### config.mk
export PLATFORM = sky130hd
export DESIGN_NAME = gearbox_tx
export DESIGN_NICKNAME = d
export VERILOG_FILES = /design/src/rtl/pcs_pkg.sv /design/src/rtl/gearbox_tx.sv
export SDC_FILE = /design/constraint.sdc
export NUM_CORES = 1
export LEC_CHECK = 0
export ABC_AREA = 1
export CAP_MARGIN = 5
export CELL_PAD_IN_SITES_DETAIL_PLACEMENT = 1
export CELL_PAD_IN_SITES_GLOBAL_PLACEMENT = 1
export CORE_UTILIZATION = 40
export CTS_BUF_LIST = sky130_fd_sc_hd__clkbuf_8
export CTS_CLUSTER_DIAMETER = 100
export DETAILED_ROUTE_END_ITERATION = 6
export MAX_ROUTING_LAYER = met4
export PLACE_DENSITY_LB_ADDON = 0.1
export SETUP_SLACK_MARGIN = 0.1
export SLEW_MARGIN = 40
export SYNTH_ARGS = -nofsm -noshare
export SYNTH_HDL_FRONTEND = slang
export SYNTH_SLANG_ARGS = --single-unit
### constraint.sdc
create_clock -name clk -period 2.35 [get_ports clk]
set_input_delay 0.235 -clock clk [delete_from_list [all_inputs] [get_ports clk]]
set_output_delay 0.235 -clock clk [all_outputs]
set_load 0.01 [all_outputs]
### src/rtl/pcs_pkg.sv
// Shared 10GBASE-R PCS constants used by the gearbox, receive block-sync and benches.
package pcs_pkg;
  localparam int HEAD_W  = 2;
  localparam int DATA_W  = 64;
  localparam int BLOCK_W = HEAD_W + DATA_W;

  localparam logic [HEAD_W-1:0] SYNC_DATA = 2'b01;
  localparam logic [HEAD_W-1:0] SYNC_CTRL = 2'b10;

  localparam int                  GB_SEQ_W   = 6;
  localparam logic [GB_SEQ_W-1:0] GB_SEQ_MAX = 6'd32;
endpackage

### src/rtl/gearbox_tx.sv
// 66b->64b transmit gearbox: one-cycle registered latency, 32 blocks become 33 words.
// Backpressure: accept_o drops (from the seq register only) for one enabled cycle in 33.
module gearbox_tx
  import pcs_pkg::*;
(
  input  logic              clk,
  input  logic              nreset,
  input  logic              valid_i,
  input  logic [HEAD_W-1:0] head_i,
  input  logic [DATA_W-1:0] data_i,
  output logic              accept_o,
  output logic              valid_o,
  output logic [DATA_W-1:0] data_o
);

  logic [GB_SEQ_W-1:0] r_seq;
  logic [DATA_W-1:0]   r_res;
  logic [DATA_W-1:0]   r_data;
  logic                r_vld;

  logic [BLOCK_W-1:0]  w_blk;
  logic [2*DATA_W-1:0] w_cat;
  logic                w_flush;

  assign w_blk   = {data_i, head_i};
  assign w_flush = (r_seq == GB_SEQ_MAX);

  // New block lands just above the 2*seq pending residual bits; residual bits above
  // 2*seq are always zero, so an OR completes the concatenation.
  assign w_cat = ({{(2*DATA_W-BLOCK_W){1'b0}}, w_blk} << {r_seq, 1'b0})
               | {{DATA_W{1'b0}}, r_res};

  always_ff @(posedge clk or negedge nreset) begin
    if (!nreset) begin
      r_seq  <= '0;
      r_res  <= '0;
      r_data <= '0;
      r_vld  <= 1'b0;
    end else begin
      r_vld <= valid_i;
      if (valid_i) begin
        if (w_flush) begin
          r_data <= r_res;
          r_res  <= '0;
          r_seq  <= '0;
        end else begin
          r_data <= w_cat[DATA_W-1:0];
          r_res  <= w_cat[2*DATA_W-1:DATA_W];
          r_seq  <= r_seq + 6'd1;
        end
      end
    end
  end

  assign accept_o = !w_flush;
  assign valid_o  = r_vld;
  assign data_o   = r_data;

endmodule

==> out/metrics.csv <==
stage;metric;value;unit
global_routing;Total GRT Usage;40.3;%
sta;Slew headroom;50.8;%
floorplanning;die footprint;0.0262;mm^2
worst_setup_path;CP peak stage delay;0.45;ns
logic_synthesis;synthesized area;0.0102;mm^2
logic_synthesis;count of cell types in the netlist;32;
floorplanning;height of the die;162;um
logic_synthesis;Synth area leaders;dfrtp_1, nand3_1, nand2_1;
pwr;cell leakage power;6.01;nW
cells_and_area;final net count;1812;
floorplanning;# IOs;135;
cells_and_area;ANT cells;0;
route;# DRC;1;
logic_synthesis;most common cell in the netlist;nand2_1;
cells_and_area;area grow syn2layout;22.1;%
placement;Port Buffers;134;
placement;DPL Wire Length;37400;um
worst_setup_path;Worst Setup Start Kind;flop;
logic_synthesis;main flop type after synthesis;dfrtp_1;
worst_setup_path;slowest stage cell, crit path;dfrtp_2;
min_path;hold path cells;2;
route;antenna viol nets, final;0;
worst_setup_path;origin of the critical flop-to-flop path;r_seq[0];
sta;setup TNS;0;ns
sta;period utilization;93.5;%
sta;Hold Vio Cnt, Final;0;
run_status;failing checks;design-rule violations;
route;initial DRC count;1403;
logic_synthesis;syn_nets;1726;
worst_setup_path;kind of critical path;reg -> reg;
route;Total Wirelength;50800;um
cells_and_area;Final Non-Filler Cells;2084;
logic_synthesis;Warnings, synthesis;0;
pwr;worst vdd rail ir drop;1.38;mV
floorplanning;die width;162;um
min_path;worst min path class;in -> reg;
worst_setup_path;Worst setup EP type;flop;
worst_setup_path;Worst Path Buf+Inv;2;
logic_synthesis;area leader, netlist;dfrtp_1;
clock_tree;CTS Root Buffer Type;clkbuf_8;
clock_tree;clk_lat worst skew;0.48;ns
route;Vias/cell;6.02;
worst_setup_path;Levels on crit path;12;
floorplanning;Core Footprint;0.0251;mm^2
logic_synthesis;synthesized flop and latch total;135;
global_routing;antenna violations before repair;0;
route;DR WL/cell;24.4;um
logic_synthesis;sequential area share after synthesis;33.1;%
worst_setup_path;CP top delay family;simple AND/OR/NAND/NOR gates;
global_routing;vias in the first global route;12247;
logic_synthesis;share of flip-flops with an asynchronous set or reset;100;%
placement;placed cells;2041;
clock_tree;CTS Buf Count;17;
job;Max Cap Violations;0;
clock_tree;CTS tree;done;
clock_tree;CTS Buffer Depth;2;
worst_setup_path;crit-path max FO;18;
sta;RSZ-0062 raised after global routing;yes;
clock_tree;H-tree levels;4;
logic_synthesis;post-synth top area share;33.1;%
floorplanning;Starting Density;40.7;%
logic_synthesis;most frequent cells after synthesis;nand2_1, nand3_1, dfrtp_1, nor2_1, a21oi_1;
logic_synthesis;Post-synth EDFFs;0;
placement;gpl congestion;1.00;
worst_setup_path;critical path arrival;2.62;ns
worst_setup_path;Worst R2R Setup Slack;0.15;ns
cells_and_area;share of cells above drive strength 1;8.04;%
sta;count of final setup violators;0;
sta;Max Freq;0.455;GHz
worst_setup_path;Critical Path RT;2.77;ns
global_routing;total grt overflow;0;
global_routing;first-pass GRT wire length;76400;um
worst_setup_path;FF-to-FF path depth;12;
sta;fin. max-slew vios;0;
sta;Period minus WS final;2.20;ns
sta;Worst-Margin Slew;0.738;ns
logic_synthesis;syn_area_per_cell;6.18;um^2
logic_synthesis;Synth Instances;1655;
worst_setup_path;Worst R2R End;r_res[17];
global_routing;largest net degree at the start of global routing;130;
clock_tree;CTS Sinks;135;
clock_tree;Clock transition at path regs;0.10;ns
pwr;pwr/cell area;1700;mW/mm^2
sta;Post-Route Skew;0.0188;ns
route;total vias in the final route;12543;
run_status;status;finished with violations;
min_path;min-delay src;valid_i;
floorplanning;# rows;58;
worst_setup_path;crit path cell chain;buf_6 > buf_16 > nand2_1 > nand3_1 > nand3_1 > nand2_1 > nand2_1 > nand2_2 > nand2_1 > o211ai_1 > nand2_1 > nand2_1;
worst_setup_path;Crit path top cell by count;nand2_1;
min_path;hold endpoint;valid_o;
route;drt pass-1 iters;7;
[timing repair]
action | in CTS | in global routing
pin swaps | 2 | 3
resized for setup | 5 | 19
endpoints found under the hold margin | 53 | 0
cloned | 2 | 1
setup buffers | 2 | 5
setup endpoints to repair | 2 | 50
hold buffers | 1 | 0
[cell type report]
cell class                      instances  area [um^2]
Timing Repair inverter                  1         6.26
Clock buffer                           18          248
Multi-Input combinational cell       1372         6230
Timing Repair Buffer                  187         1930
Clock inverter                         14          163
Fill cell                            3402        12600
Sequential cell                       135         3380
Tap cell                              330          413
Inverter                               27          110
[how the worst max path moves through the flow]
stage	from	end	slack [ns]
6_report	r_seq[0]	r_res[17]	0.15
5_1_grt	r_seq[0]	r_res[17]	0.04
4_1_cts	r_seq[0]	r_res[17]	0.13
3_5_place_dp	r_seq[0]	r_res[17]	0.08
3_3_place_gp	r_seq[0]	r_res[17]	0.1
2_1_floorplan	r_seq[0]	r_res[53]	0.59
[sequential cells by signal, indices dropped and copies added (netlist names)]
signal and flops:
data_o 64, r_seq 6, valid_o 1, r_res 64
[power by group]
group	internal, mW	switching (mW)	total [mW]
clock	1.00	1.16	2.16
combinational	4.59	10.5	15.1
sequential	3.33	0.669	4.00
total	8.93	12.3	21.2
[worst register-to-register path, cell delays in order, from the launching register on]
cell and delay, ns:
dfrtp_2 0.45, buf_6 0.20, buf_16 0.18, nand2_1 0.10, nand3_1 0.11, nand3_1 0.14
nand2_1 0.17, nand2_1 0.11, nand2_2 0.13, nand2_1 0.09, o211ai_1 0.25, nand2_1 0.14
nand2_1 0.08
[layer usage]
metal | GRT usage (%) | vias up | part of all wire (%)
li1 | - | 5690 | -
met2 | 61.0 | 586 | 45
met3 | 6.33 | 96 | 7.3
met1 | 53.2 | 6171 | 43
met5 | - | - | 0
met4 | 17.3 | 0 | 4.5
[logic make-up after synthesis]
logic type	Yosys count	synth area share, %
xor gates and xnor gates	2	0.171
AOI/OAI and AO/OA	142	7.64
adders and majority gates	2	0.245
DFF	135	33.1
and+or+nand+nor	1226	52.1
buffers and inverters	148	6.77
[metrics by stage]
stage | total power, mW | utilization (%) | cell area (um^2) | hold slack, ns | setup slack [ns]
after floorplan | 12.2 | - | 10200 | -0.0606 | 0.585
after global routing | 22.4 | 49.7 | 12500 | 0.164 | 0.0391
after global placement | 18.2 | 47.2 | 11900 | 0.230 | 0.0969
final | 21.2 | 49.7 | 12500 | 0.161 | 0.152
after CTS | 20.7 | 49.2 | 12400 | 0.150 | 0.130
after detailed placement | 18.4 | 47.2 | 11900 | 0.244 | 0.0844
[placed cells by master, fill, tap and decap left out, types with 4 or more instances in the layout]
cell / synthesis / layout
nand2_1: 592 / 587
clkdlybuf4s50_1: 0 / 131
o21ai_0: 22 / 21
a21oi_1: 63 / 62
nand4_1: 6 / 6
o21ai_1: 27 / 28
buf_4: 12 / 37
nand2_2: 7 / 12
inv_2: 5 / 7
dfrtp_1: 135 / 131
buf_12: 1 / 10
o211ai_1: 23 / 23
nor2_1: 133 / 131
nand3_1: 466 / 458
clkbuf_8: 0 / 18
dfrtp_2: 0 / 4
inv_6: 1 / 5
inv_1: 20 / 17
nor2_2: 4 / 4
nand3_2: 11 / 18
(Power assumes the default switching activity.)
